File: src/rtl/c1_bus_slave.sv
`timescale 1ns/1ps
// Cache-side endpoint of the C1 bus: decodes the two-cycle CPU command phase,
// hands one request to the cache core, then drives the RESPONSE phase back.
module c1_bus_slave #(
    parameter int CTR1_W   = 3,
    parameter int ADDR1_W  = 15,
    parameter int DATA_W   = 16,
    parameter int OFFSET_W = 4,
    parameter int ADDR_W   = ADDR1_W + OFFSET_W
) (
    input  logic                clk,
    input  logic                rst_n,
    input  logic [CTR1_W-1:0]   c1_in,
    output logic [CTR1_W-1:0]   c1_out,
    output logic                c1_oe,
    input  logic [ADDR1_W-1:0]  a1_in,
    input  logic [DATA_W-1:0]   d1_in,
    output logic [DATA_W-1:0]   d1_out,
    output logic                d1_oe,
    output logic                req_valid,
    input  logic                req_ready,
    output logic [CTR1_W-1:0]   req_cmd,
    output logic [ADDR_W-1:0]   req_addr,
    output logic [31:0]         req_wdata,
    input  logic                resp_valid,
    input  logic [31:0]         resp_rdata,
    output logic [31:0]         txn_count,
    output logic [2:0]          state_dbg
);

    localparam logic [CTR1_W-1:0] CMD_NOP    = CTR1_W'(0);
    localparam logic [CTR1_W-1:0] CMD_READ8  = CTR1_W'(1);
    localparam logic [CTR1_W-1:0] CMD_READ16 = CTR1_W'(2);
    localparam logic [CTR1_W-1:0] CMD_READ32 = CTR1_W'(3);
    localparam logic [CTR1_W-1:0] RESPONSE   = CTR1_W'(7);

    typedef enum logic [2:0] {
        S_IDLE  = 3'd0,
        S_ADDR2 = 3'd1,
        S_ISSUE = 3'd2,
        S_WAIT  = 3'd3,
        S_RESP1 = 3'd4,
        S_RESP2 = 3'd5
    } state_t;

    state_t              state;
    logic [DATA_W-1:0]   rdata_hi;
    logic                cmd_is_read;

    assign state_dbg   = state;
    assign cmd_is_read = (req_cmd == CMD_READ8) || (req_cmd == CMD_READ16) ||
                         (req_cmd == CMD_READ32);

    // Request port handshake: req_valid rises one cycle after entering ISSUE
    // (the bus turnaround cycle) and then holds, together with req_cmd/addr/
    // wdata, until sampled with req_ready=1; req_ready is ignored while
    // req_valid is low. The transfer happens on that edge and req_valid drops.
    always_ff @(posedge clk or negedge rst_n) begin
        if (!rst_n) begin
            state     <= S_IDLE;
            c1_oe     <= 1'b0;
            d1_oe     <= 1'b0;
            c1_out    <= '0;
            d1_out    <= '0;
            req_valid <= 1'b0;
            req_cmd   <= '0;
            req_addr  <= '0;
            req_wdata <= '0;
            txn_count <= '0;
            rdata_hi  <= '0;
        end else begin
            case (state)
                S_IDLE: begin
                    if (|c1_in) begin
                        req_cmd                   <= c1_in;
                        req_addr                  <= {a1_in, {OFFSET_W{1'b0}}};
                        req_wdata[DATA_W-1:0]     <= d1_in;
                        req_wdata[31:DATA_W]      <= '0;
                        txn_count                 <= txn_count + 32'd1;
                        state                     <= S_ADDR2;
                    end
                end
                S_ADDR2: begin
                    req_addr[OFFSET_W-1:0]    <= a1_in[OFFSET_W-1:0];
                    req_wdata[DATA_W +: DATA_W] <= d1_in;
                    state                     <= S_ISSUE;
                end
                S_ISSUE: begin
                    if (!req_valid) begin
                        req_valid <= 1'b1;
                        c1_oe     <= 1'b1;
                        c1_out    <= CMD_NOP;
                    end else if (req_ready) begin
                        req_valid <= 1'b0;
                        state     <= S_WAIT;
                    end
                end
                S_WAIT: begin
                    if (resp_valid) begin
                        c1_out   <= RESPONSE;
                        d1_oe    <= cmd_is_read;
                        rdata_hi <= resp_rdata[DATA_W +: DATA_W];
                        if (req_cmd == CMD_READ8)
                            d1_out <= {{(DATA_W-8){1'b0}}, resp_rdata[7:0]};
                        else if (cmd_is_read)
                            d1_out <= resp_rdata[DATA_W-1:0];
                        else
                            d1_out <= '0;
                        state    <= S_RESP1;
                    end
                end
                S_RESP1: begin
                    if (req_cmd == CMD_READ32) begin
                        d1_out <= rdata_hi;
                        state  <= S_RESP2;
                    end else begin
                        c1_oe  <= 1'b0;
                        d1_oe  <= 1'b0;
                        c1_out <= CMD_NOP;
                        d1_out <= '0;
                        state  <= S_IDLE;
                    end
                end
                S_RESP2: begin
                    c1_oe  <= 1'b0;
                    d1_oe  <= 1'b0;
                    c1_out <= CMD_NOP;
                    d1_out <= '0;
                    state  <= S_IDLE;
                end
                default: begin
                    state <= S_IDLE;
                end
            endcase
        end
    end

endmodule

File: config.mk
export PLATFORM = sky130hd
export DESIGN_NAME = c1_bus_slave
export DESIGN_NICKNAME = d
export VERILOG_FILES = /design/src/rtl/c1_bus_slave.sv
export SDC_FILE = /design/constraint.sdc
export NUM_CORES = 1
export LEC_CHECK = 0
export ABC_AREA = 1
export BUFFER_PORTS_ARGS = -buffer_cell sky130_fd_sc_hd__buf_2
export CORE_MARGIN = 2
export CORE_UTILIZATION = 40
export CTS_CLUSTER_DIAMETER = 150
export CTS_CLUSTER_SIZE = 24
export DETAILED_ROUTE_END_ITERATION = 10
export PLACE_DENSITY = 0.66
export SYNTH_ARGS = -nofsm -noshare
export SYNTH_HDL_FRONTEND = slang
export SYNTH_SLANG_ARGS = --single-unit
File: constraint.sdc
create_clock -name clk -period 1.3 [get_ports clk]
set_input_delay 0.39 -clock clk [delete_from_list [all_inputs] [get_ports clk]]
set_output_delay 0.39 -clock clk [all_outputs]
set_load 0.02 [all_outputs]
; Word-level counts from Yosys, hierarchy flattened
; Index checks and enable logic that the tools add are counted.
; W data, S select, Z words.
[word_totals]
regBits = 127
input_bits = 70
out_inout_bits = 111
word_cells = 70
[op_classes]
addsub = 1
n_eq_ne = 14
n_mux = 26
reduce_logical = 16
[op_table]
columns = op, n
row1 = $mux W16, 4
row2 = $pmux W16 S3, 1
row3 = $add A32 B1 Y32 const B, 1
row4 = $mux W32, 1
row5 = $pmux W16 S2, 1
row6 = $mux W3, 8
row7 = $pmux W3 S5, 1
row8 = $eq A3 B2 Y1 const B, 4
row9 = $ne A2 B2 Y1 const B, 6
row10 = $pmux W3 S4, 1
row11 = $pmux W4 S2, 1
row12 = $reduce_and A2 Y1, 4
row13 = $reduce_and A4 Y1, 2
row14 = $eq A3 B1 Y1 const B, 2
row15 = $eq A3 B3 Y1 const B, 2
row16 = $pmux W1 S3, 2
row17 = $reduce_and A3 Y1, 2
row18 = $reduce_bool A3 Y1, 2
row19 = $mux W1, 5
row20 = $mux W4, 1
row21 = $reduce_bool A4 Y1, 1
row22 = $logic_not A3 Y1, 1
row23 = $reduce_or A3 Y1, 1
row24 = $logic_or A1 B1 Y1, 2
row25 = $reduce_bool A2 Y1, 1

; Longest topological paths before layout
[logic_depth]
depth_word = 7
mapped_depth = 10
mapped_depth_nobuf = 9

; Least setup slack after synthesis
; Ideal clock, no wire load.
[synth_timing]
path_kind = reg2reg
startpoint = register txn_count[1]
endpoint = register txn_count[20]
setup_ps = 118
arrival_ps = 1403
t_required_ps = 1182
path_slack_ps = -221
stages_incl_launch_ff = 9
path_buffers = 0
synth_period_minus_slack_ps = 1521
cell_sequence = dfrtp_1 > ha_1 > nand3_1 > nor2_1 > nand3_2 > nor2_4 > nand2_1 > nand2_1 > nand2_1
[synth_between]
elab_chain_len = 1
[synth_lines]
columns = item, line
row1 = from (decl), 27  ; output logic [31:0] txn_count,
row2 = from (signal assigned), 79  ; txn_count <= txn_count + 32'd1;
row3 = $add A32 B1 Y32, 79
; No other way between the ends.
; A chain may end at the register's enable or synchronous reset.

; Final worst setup path
[layout_timing]
startpoint = register state[2] (netlist: state_dbg[2])
endpoint = register rdata_hi[14]
[layout_between]
elab_chain_len = 2
[layout_lines]
columns = item, line
row1 = from (decl), 46  ; state_t state;
row2 = from (signal assigned), 60  ; state <= S_IDLE;
row3 = from (signal assigned), 80  ; state <= S_ADDR2;
row4 = from (signal assigned), 86  ; state <= S_ISSUE;
row5 = $eq A3 B2 Y1, 72  ; case (state)
row6 = $reduce_and A2 Y1 (no source line), -
row7 = to (signal assigned), 102  ; rdata_hi <= resp_rdata[DATA_W +: DATA_W];
row8 = to (decl), 47  ; logic [DATA_W-1:0] rdata_hi;
; No other way between the ends.

==> impl_metrics.py <==
metrics = {
    "yosys": {
        "syn_area_per_cell_sq_um": 8.93,
        "synth_top_area_share_pct": 53.7,
        "synth.most_common_cell": "nand2_1",
        "synth_common_cells": "191 x nand2_1, 125 x dfrtp_1, 60 x inv_1",
        "async_flop_share_pct": 100,
        "synthFlopType": "dfrtp_1",
        "synth_edf_count": 0,
        "synth_cells": 652,
        "syn_nets": 723,
        "ys_top_cells_by_area": "dfrtp_1 54%, nand2_1 12%, nand3_1 5.0%",
        "netlist_area_sq_um": 5830,
        "synth.distinct_cells": 30,
        "synth_area_leader_cell": "dfrtp_1",
        "ys_seq_area_share_pct": 53.7,
        "yosysWarningCount": 0,
        "ys_ff_latch": 125,
    },
    "grt": {
        "grt_pass1_vias": 6000,
        "grt_pass1_wl_microns": 29900,
        "gr-total-overflow": 0,
        "grt_max_degree": 41,
        "antenna_found_initial": 0,
        "grtUsageTotal_pct": 24.0,
    },
    "layout": {
        "final_area_sq_um": 10800,
        "nets": 1103,
        "multi_input_area_sq_um": 2920,
        "num-fill-cells": 918,
        "regArea_sq_um": 3150,
        "syn2layout_area_growth_pct": 85.0,
        "stdcell_count": 1227,
        "drive_gt1_share_pct": 57.3,
        "antenna_cells": 0,
    },
    "route": {
        "routed_wl_microns": 20500,
        "wl_per_cell_microns": 16.7,
        "drc": 0,
        "drt_first_pass_iters": 5,
        "drtIter0Drc": 399,
        "ant_nets": 0,
        "vias_per_cell": 4.98,
        "vias": 6109,
    },
    "timing": {
        "setup-tns-final_ps": -26730,
        "skew_ps": 9.26,
        "slew_viol_final": 0,
        "finalCriticalPeriod_ps": 1550,
        "fin_crit_sh_pct": 119,
        "relSlewSlack_pct": 78.7,
        "setup_slack_ps": -251,
        "setup_viol": 229,
        "rsz0062_at_grt": "true",
        "hold_violations": 0,
        "tightestPinTransition_ps": 318,
        "max_freq_mhz": 645,
    },
    "floorplanning": {
        "dieArea_sq_um": 15500,
        "rows": 44,
        "fp.dieH_microns": 125,
        "fp.coreArea_sq_um": 14400,
        "die-width_microns": 125,
        "io_pins": 181,
        "initial_core_util_pct": 40.5,
    },
    "clocking": {
        "h-tree-depth": 4,
        "clk_pin_slew_ps": 60,
        "clkLatencyLatePin_ps": 420,
        "clockBufferDepth": 2,
        "cts_tree": "yes",
        "cts-buffers-inserted": 17,
        "clockRootBuffer": "clkbuf_16",
        "cts_sinks": 125,
    },
    "setup_path": {
        "cp_max_fo": 5,
        "critPathKind": "reg2reg",
        "worstSetupStartpointType": "flop",
        "cp-end-kind": "flop",
        "cp_num_buf_inv": 3,
        "cpPeakStageDelay_ps": 440,
        "crit_required_ps": 1600,
        "crit_slowest_cell": "dfrtp_2",
        "critPathArrivalTime_ps": 1850,
        "crit_family": "simple AND/OR/NAND/NOR gates",
        "cp_cell_sequence": "buf_12 -> nor3_4 -> nand2_4 -> buf_12 -> clkbuf_16 -> nand2_4 -> nand2_2",
    },
    "place": {
        "numPortBuffers": 180,
        "pre_cts_slack_ps": -284,
        "globalplace.congestion": 0.827,
        "placed_cell_area_sq_um": 7510,
        "dp_hpwl_microns": 10800,
        "dpl.cell_count": 1069,
    },
    "power_and_ir_drop": {
        "power_leakage_nw": 5.46,
        "ir_worst_vdd_mv": 1.39,
        "power.density_nw_per_um2": 2340,
    },
    "min_path": {
        "hold_class": "in2reg",
    },
    "job": {
        "max_cap_violations": 0,
    },
    "outcome": {
        "violations": "setup timing",
        "outcome": "finished, violations left",
    },
}
[cell families after synthesis]
kind of cell             synth area share (%)
flip-flops                               53.7
AO/OA/AOI/OAI                            6.21
buffers and inverters                    7.50
XOR/XNOR                                 2.26
adder cells (fa/ha/maj)                 0.215
AND/OR/NAND/NOR                          26.8
multiplexers                             3.35
[report_power, final]
group          switching, W  total, W  internal [W]
logic               0.00665    0.0140       0.00733
clock network       0.00171   0.00469       0.00298
registers           0.00118   0.00650       0.00532
[registers in the layout (all words and copies together) (netlist names)]
signal	count
req_cmd	3
req_valid	1
d1_oe	1
req_wdata	32
txn_count	32
rdata_hi	16
d1_out	16
c1_out	1
c1_oe	1
state_dbg	3
req_addr	19
[cells in the final DEF (no fill, tap or decap), drive strengths merged]
cell,synthesis,routed
a21oi,5,5
a31oi,1,1
and2,1,1
buf,19,373
bufinv,0,2
clkbuf,5,30
clkinv,0,6
dfrtp,125,125
dlygate4sd3,0,1
ha,1,1
inv,65,66
mux2,13,13
nand2,195,196
nand3,62,62
nand3b,7,7
nand4,20,20
nor2,50,51
nor3,5,5
o21a,6,6
o21ai,57,57
xnor2,6,6
xor2,9,9
[layout make-up]
type	instances	area share (%)
clock buffers	22	4.49
clock inverters	8	0.836
inverters	65	2.38
multi-input cells	440	27.1
flip-flops and latches	125	29.2
well taps	184	2.14
repair buffers	382	33.8
repair inverters	1	0.0813
[worst reg2reg max path, delay by kind of cell (launching register included)]
family | cells | cell delay [ps]
and+or+nand+nor | 4 | 530
buffers and inverters | 3 | 470
DFF | 1 | 440
[routing by layer]
layer  wire length [microns]  global-route usage (%)  vias up
met3                    1390                    6.27       47
li1                        -                       -     2864
met1                    8030                    30.1     2950
met2                   10500                    39.4      248
met5                       0                       0        -
met4                     556                    10.0        0
[per-stage QoR]
step | power [W] | utilization [%] | hold WS, ps
floorplan | 0.0113 | - | 94.4
global route | 0.0264 | 75.0 | 186
detailed placement | 0.0141 | 52.2 | 304
CTS | 0.0223 | 68.2 | 183
finish | 0.0252 | 75.0 | 197
global placement | 0.0140 | 52.2 | 304
[worst paths after layout]
path	from	end	slack [ps]	cells after the start
worst max-delay path	state_dbg[2]	rdata_hi[14]	-250	7
worst min-delay path	a1_in[7]	req_addr[11]	200	2
worst max register to register	state_dbg[2]	rdata_hi[14]	-250	7
worst min register to register	rdata_hi[3]	rdata_hi[3]	500	2
max in group asynchronous	rst_n	state_dbg[1]	370	3
min in group asynchronous	rst_n	d1_out[8]	410	2
[what timing repair did]
item / CTS / global route
hold buffers: 1 / 0
gates cloned: 5 / 10
resized for setup: 322 / 150
setup buffers: 82 / 35
pin swaps: 22 / 46
hold endpoints to repair: 15 / 0
endpoints found under the setup margin: 212 / 235
Note: power is estimated with default switching activity, not from simulation.
